[src/rtl/fnd_scan_if.sv]
// fnd_scan_if: scan strobe, display data load and FND drive signals of the scanner.
interface fnd_scan_if #(parameter int NUM_DIGITS = 8);
  logic                    CLK_1KHz;
  logic                    ENABLE;
  logic [4*NUM_DIGITS-1:0] DATA;
  logic [NUM_DIGITS-1:0]   DP;
  logic                    DATA_LD;
  logic [7:0]              SEG;
  logic [NUM_DIGITS-1:0]   COM;
  logic                    FRAME_DONE;
  modport master (output CLK_1KHz, ENABLE, DATA, DP, DATA_LD, input SEG, COM, FRAME_DONE);
  modport slave  (input CLK_1KHz, ENABLE, DATA, DP, DATA_LD, output SEG, COM, FRAME_DONE);
endinterface

[src/rtl/fnd_scan_ctrl.sv]
// fnd_scan_ctrl: multiplexed seven-segment scanner stepped by a synchronized 1 kHz strobe.
// Optional leading-zero blanking is built when FND_LEADING_ZERO_BLANK_EN is defined.
module fnd_scan_ctrl #(
  parameter int NUM_DIGITS     = 8,
  parameter bit COM_ACTIVE_LOW = 1'b1,
  parameter bit SEG_ACTIVE_LOW = 1'b0
) (
  input logic       CLK_50MHz,
  input logic       reset,
  fnd_scan_if.slave bus
);
  localparam int IW = $clog2(NUM_DIGITS);
  localparam int DW = 5 * NUM_DIGITS;
  localparam logic [15:0][6:0] HEX = {7'h71, 7'h79, 7'h5E, 7'h39, 7'h7C, 7'h77, 7'h6F, 7'h7F,
                                      7'h07, 7'h7D, 7'h6D, 7'h66, 7'h4F, 7'h5B, 7'h06, 7'h3F};
  localparam logic [7:0] SEG_OFF = SEG_ACTIVE_LOW ? 8'hFF : 8'h00;
  localparam logic [NUM_DIGITS-1:0] COM_OFF = COM_ACTIVE_LOW ? '1 : '0;
  logic                  sync1_q, sync2_q, hist_q;
  logic [IW-1:0]         idx_q, idx_d;
  logic                  valid_q, valid_d;
  logic [DW-1:0]         act_q, act_d, pend_q, pend_d;
  logic                  pflag_q, pflag_d;
  logic [7:0]            seg_q, seg_d;
  logic [NUM_DIGITS-1:0] com_q, com_d;
  logic                  fd_q, fd_d;
  logic                  tick, commit, on, blank;
  logic [DW-1:0]         bus_word;
  logic [3:0]            nib;
  logic [7:0]            lit;
  logic [NUM_DIGITS-1:0] onehot;
`ifdef FND_LEADING_ZERO_BLANK_EN
  logic [NUM_DIGITS-1:0] blank_m;
  logic                  zrun;
  // a digit blanks only if it and every digit above it is an undotted zero
  always_comb begin
    blank_m = '0;
    zrun = 1'b1;
    for (int i = NUM_DIGITS - 1; i > 0; i--) begin
      zrun = zrun & (act_q[4*i +: 4] == 4'h0) & ~act_q[4*NUM_DIGITS + i];
      blank_m[i] = zrun;
    end
  end
  assign blank = blank_m[idx_q];
`else
  assign blank = 1'b0;
`endif
  always_comb begin
    tick = sync2_q & ~hist_q;
    commit = tick & (idx_q == IW'(NUM_DIGITS - 1));
    bus_word = {bus.DP, bus.DATA};
    idx_d = tick ? (commit ? '0 : idx_q + IW'(1)) : idx_q;
    valid_d = valid_q | tick;
    act_d = (commit & bus.DATA_LD) ? bus_word : (commit & pflag_q) ? pend_q : act_q;
    pend_d = bus.DATA_LD ? bus_word : pend_q;
    pflag_d = commit ? 1'b0 : (bus.DATA_LD | pflag_q);
    nib = act_q[4*idx_q +: 4];
    on = valid_q & bus.ENABLE;
    lit = (on & ~blank) ? {act_q[4*NUM_DIGITS + idx_q], HEX[nib]} : 8'h00;
    seg_d = SEG_ACTIVE_LOW ? ~lit : lit;
    onehot = on ? (NUM_DIGITS'(1) << idx_q) : '0;
    com_d = COM_ACTIVE_LOW ? ~onehot : onehot;
    fd_d = commit;
  end
  always_ff @(posedge CLK_50MHz) begin
    if (reset) begin
      sync1_q <= 1'b0;
      sync2_q <= 1'b0;
      hist_q  <= 1'b0;
      idx_q   <= '0;
      valid_q <= 1'b0;
      act_q   <= '0;
      pend_q  <= '0;
      pflag_q <= 1'b0;
      seg_q   <= SEG_OFF;
      com_q   <= COM_OFF;
      fd_q    <= 1'b0;
    end else begin
      sync1_q <= bus.CLK_1KHz;
      sync2_q <= sync1_q;
      hist_q  <= sync2_q;
      idx_q   <= idx_d;
      valid_q <= valid_d;
      act_q   <= act_d;
      pend_q  <= pend_d;
      pflag_q <= pflag_d;
      seg_q   <= seg_d;
      com_q   <= com_d;
      fd_q    <= fd_d;
    end
  end
  assign bus.SEG = seg_q;
  assign bus.COM = com_q;
  assign bus.FRAME_DONE = fd_q;
endmodule

[src/flat_wrapper.sv]
// flat-port wrapper written by rule: the top's interface ports become plain ports
module fnd_scan_ctrl_flat 
#(
  parameter int NUM_DIGITS     = 8,
  parameter bit COM_ACTIVE_LOW = 1'b1,
  parameter bit SEG_ACTIVE_LOW = 1'b0
)
  (CLK_50MHz, reset, bus_CLK_1KHz, bus_ENABLE, bus_DATA, bus_DP, bus_DATA_LD, bus_SEG, bus_COM, bus_FRAME_DONE);
  fnd_scan_if #(.NUM_DIGITS(NUM_DIGITS)) bus_i ();
  input logic CLK_50MHz;
  input logic reset;
  input wire logic [$bits(bus_i.CLK_1KHz)-1:0] bus_CLK_1KHz;
  input wire logic [$bits(bus_i.ENABLE)-1:0] bus_ENABLE;
  input wire logic [$bits(bus_i.DATA)-1:0] bus_DATA;
  input wire logic [$bits(bus_i.DP)-1:0] bus_DP;
  input wire logic [$bits(bus_i.DATA_LD)-1:0] bus_DATA_LD;
  output wire logic [$bits(bus_i.SEG)-1:0] bus_SEG;
  output wire logic [$bits(bus_i.COM)-1:0] bus_COM;
  output wire logic [$bits(bus_i.FRAME_DONE)-1:0] bus_FRAME_DONE;
  assign bus_i.CLK_1KHz = bus_CLK_1KHz;
  assign bus_i.ENABLE = bus_ENABLE;
  assign bus_i.DATA = bus_DATA;
  assign bus_i.DP = bus_DP;
  assign bus_i.DATA_LD = bus_DATA_LD;
  assign bus_SEG = bus_i.SEG;
  assign bus_COM = bus_i.COM;
  assign bus_FRAME_DONE = bus_i.FRAME_DONE;
  fnd_scan_ctrl #(.NUM_DIGITS(NUM_DIGITS), .COM_ACTIVE_LOW(COM_ACTIVE_LOW), .SEG_ACTIVE_LOW(SEG_ACTIVE_LOW)) u_core (.CLK_50MHz(CLK_50MHz), .reset(reset), .bus(bus_i));
endmodule
[config.mk]
export PLATFORM = sky130hd
export DESIGN_NAME = fnd_scan_ctrl_flat
export DESIGN_NICKNAME = d
export VERILOG_FILES = /design/src/rtl/fnd_scan_if.sv /design/src/rtl/fnd_scan_ctrl.sv /design/src/flat_wrapper.sv
export SDC_FILE = /design/constraint.sdc
export NUM_CORES = 1
export LEC_CHECK = 0
export CORE_MARGIN = 2
export CORE_UTILIZATION = 49
export DETAILED_ROUTE_END_ITERATION = 6
export PLACE_DENSITY = 0.72
export SYNTH_ARGS = -nofsm -noshare
export SYNTH_HDL_FRONTEND = slang
export SYNTH_SLANG_ARGS = --single-unit
export TNS_END_PERCENT = 10
[constraint.sdc]
create_clock -name CLK_50MHz -period 2.4 [get_ports CLK_50MHz]
set_clock_uncertainty 0.1 [all_clocks]
set_input_delay 0.72 -clock CLK_50MHz [delete_from_list [all_inputs] [get_ports CLK_50MHz]]
set_output_delay 0.72 -clock CLK_50MHz [all_outputs]
set_load 0.005 [all_outputs]
==> impl_metrics.yaml <==
detailed_routing:
  drtPass1Iterations: 4
  avgRoutedWirePerCell_um: 14.7
  remaining_drcs: 0
  drt-total-wl_um: 8620
  postRouteAntennaNets: 0
  avgViaCountPerCell: 5.36
  num_vias: 3153
  detail_route.iter0.violations: 189
yosys:
  synthesized_instance_count: 419
  synth.cell_area_um2: 4250
  synth-xor-area-share: 0
  synth_compound_gate_area_share: 0.130
  synth_fa_ha_area_frac: 0.0383
  synth_largest_area_cell: "sky130_fd_sc_hd__dfxtp_1"
  yosys-mux-area-fraction: 0.170
  synth.top_cell.area_share: 0.495
  post-synth-top-count-cell: "sky130_fd_sc_hd__dfxtp_1"
  synth_edf_count: 0
  top_cells_by_area_synth: "sky130_fd_sc_hd__dfxtp_1 (50%), sky130_fd_sc_hd__mux2i_1 (10%), sky130_fd_sc_hd__nor2_1 (7.0%)"
  async_reset_ff_frac: 0
  post_synthesis_share_of_cell_area_spent_on_and_or_nand_and_nor_gates: 0.129
  ys_seq_area_frac: 0.495
  ys_warn_count: 0
  synthFlopType: "sky130_fd_sc_hd__dfxtp_1"
  ys_seq_elements: 105
  synth.net_count: 477
  synth_top_cells_by_count: "sky130_fd_sc_hd__dfxtp_1 (105), sky130_fd_sc_hd__nor2_1 (79), sky130_fd_sc_hd__mux2i_1 (43), sky130_fd_sc_hd__nand2_1 (33), sky130_fd_sc_hd__a211oi_1 (28)"
  synth_top_family_by_area: "multiplexers"
  synthDistinctLibCells: 44
  post_synth.cell_area_avg_um2: 10.1
clock_tree:
  htree_num_levels: 3
  cts_root_buffer: "sky130_fd_sc_hd__clkbuf_8"
  cts.clk_slew.worst_paths_ns: 0.09
  cts_tree: "yes"
  cts_hold_buffers: 0
  cts_buffers: 9
  worstSkewPairLatency_ns: 0.37
  ctsLongestPathBuffers: 2
  clock_sinks: 105
layout:
  drive_above_1_share: 0.114
  antenna_cells_inserted: 0
  final_core_utilization: 0.631
  area_grow_syn2layout_pct: 23.3
  finish.net_count: 536
  layoutNonFillerInstCount: 588
setup_path:
  setup.worst_path.class: "flip-flop to flip-flop"
  critical_path.endpoint_type: "flip-flop"
  critical_path.startpoint_type: "flip-flop"
  setup_slack_reg_to_reg_ns: 0.11
  r2r-end: "u_core.bus.SEG[3]"
  worstPathArrival_ns: 2.44
  r2r-start: "u_core.idx_q[0]"
  worst_ep_required_time_ns: 2.56
  crit_path_max_fanout: 8
  worst-r2r-cell-count: 7
pwr:
  worst_ir_drop_vdd_mv: 0.380
  power_per_cell_area_nw_per_um2: 639
  netSwitchingPower_uw: 713
  power.share.sequential: 0.540
  swShare: 0.213
  clockPowerShare: 0.390
  comb_power_share: 0.070
  power_report.internal_total_uw: 2630
  cellLeakagePower_uw: 0.00201
placed_design:
  port_buffers: 61
  post-place-ws_ns: -0.102
  routabilityCongestion: 0.823
  place_hpwl_um: 6000
  place_inst: 572
global_routing:
  final_global_route_overflow_total: 0
  number_of_antenna_violations_at_the_first_check_in_global_routing: 0
  first_global_vias: 3022
  maximum_number_of_pins_on_one_net_before_global_route_repair: 50
  gr-usage-all-layers: 0.190
  grt_pass1_wl_um: 14600
sta:
  setup_viol: 0
  hold_slack_ns: 0.356
  worst_pin_slew_ns: 0.661
  final_period_minus_worst_setup_slack_ns: 2.29
  timing.final.ws_setup_ns: 0.115
  period_share: 0.952
  timing_hold_violations_final: 0
  timing.final.max_slew_violations: 0
  rsz0062_at_grt: "false"
  timing.slew.headroom: 0.555
  fmax_ghz: 0.438
die:
  design.die.area_um2: 9420
  fp.coreArea_um2: 8300
  num_rows: 33
  initial_utilization: 0.512
  die_w_um: 97.1
  io-pin-count: 62
  die_y_um: 97.1
worst_hold_path:
  min-delay-start: "u_core.sync1_q"
  hold_class: "flip-flop to flip-flop"
  whs_path_depth: 1
  timing.hold.worst_endpoint: "u_core.sync2_q"
job:
  max_cap_viol_count: 0
status:
  status: "finished clean"
placed cells by master, fill, tap and decap left out, types with 10 or more instances in the layout:
master                            count
sky130_fd_sc_hd__dfxtp_1            103
sky130_fd_sc_hd__nor2_1              77
sky130_fd_sc_hd__clkdlybuf4s50_1     59
sky130_fd_sc_hd__mux2i_1             43
sky130_fd_sc_hd__nand2_1             33
sky130_fd_sc_hd__a211oi_1            28
sky130_fd_sc_hd__a21oi_1             22
sky130_fd_sc_hd__o221ai_1            13
sky130_fd_sc_hd__ha_1                13
sky130_fd_sc_hd__buf_4               13
sky130_fd_sc_hd__clkbuf_8            10
power groups by stage:
stage / Sequential (uW) / Combinational (uW) / Clock [uW]
6_report: 1810 / 235 / 1300
5_1_grt: 1810 / 255 / 1410
4_1_cts: 1810 / 236 / 1330
3_5_place_dp: 1850 / 234 / 0
3_3_place_gp: 1850 / 232 / 0
2_1_floorplan: 1840 / 130 / 0
metal layers:
metal	global-route usage	wire length, um
met4	0.0693	193
met3	0.0475	359
met1	0.250	4040
met5	0	0
met2	0.305	4030
worst max-delay path by stage:
| stage | startpoint | to | slack [ns] |
|---|---|---|---|
| after floorplan | u_core.idx_q[0] | u_core.bus.SEG[3] | 0.06 |
| after global placement | u_core.idx_q[0] | u_core.bus.SEG[3] | -0.07 |
| after detailed placement | u_core.idx_q[0] | u_core.bus.SEG[3] | -0.10 |
| after CTS | u_core.idx_q[0] | u_core.bus.SEG[3] | 0.05 |
| after global routing | u_core.idx_q[0] | u_core.bus.SEG[3] | 0.03 |
| final | u_core.idx_q[0] | u_core.bus.SEG[3] | 0.11 |
flip-flops by register name, indices dropped and copies added (netlist names), 3 cells and up:
name and flops:
u_core.act_q 40, u_core.pend_q 40, u_core.bus.COM 8, u_core.bus.SEG 8
u_core.idx_q 3
kinds of logic (layout without fill, tap and decap cells):
group                      count (synthesis)  count (layout)
AOI/OAI and AO/OA                         77              77
buffers and inverters                     34              98
and+or+nand+nor                          133             133
adders and majority gates                 13              13
muxes                                     57              57
DFF                                      105             105
timing repair:
action                                  CTS  global route
resized for setup                         2             2
buffers inserted                          0             0
endpoints found under the setup margin   15            38
final cells by class:
cell class              instances  area [um^2]
fillers                       702         3060
flip-flops and latches        105         2110
multi-input cells             280         1990
repair buffers                 76          738
clock buffers                  11          141
well taps                     105          131
clock inverters                 5          103
inverters                       6         22.5
stage by stage:
stage / total power [uW] / TNS [ns] / cell area (um^2)
floorplan: 1970 / 0 / 4250
global placement: 2080 / -0.0692 / 4980
detailed placement: 2080 / -0.816 / 4980
CTS: 3370 / 0 / 5230
global route: 3480 / 0 / 5240
finish: 3350 / 0 / 5240
worst max-delay path, stage by stage, from the launching register on:
cell	delay [ns]
sky130_fd_sc_hd__dfxtp_4	0.43
sky130_fd_sc_hd__mux4_1	0.63
sky130_fd_sc_hd__mux2i_2	0.22
sky130_fd_sc_hd__buf_4	0.19
sky130_fd_sc_hd__ha_1	0.15
sky130_fd_sc_hd__a21boi_0	0.25
sky130_fd_sc_hd__a2111o_1	0.14
sky130_fd_sc_hd__o31ai_1	0.06
No activity file was read; power rests on OpenSTA's default activity.
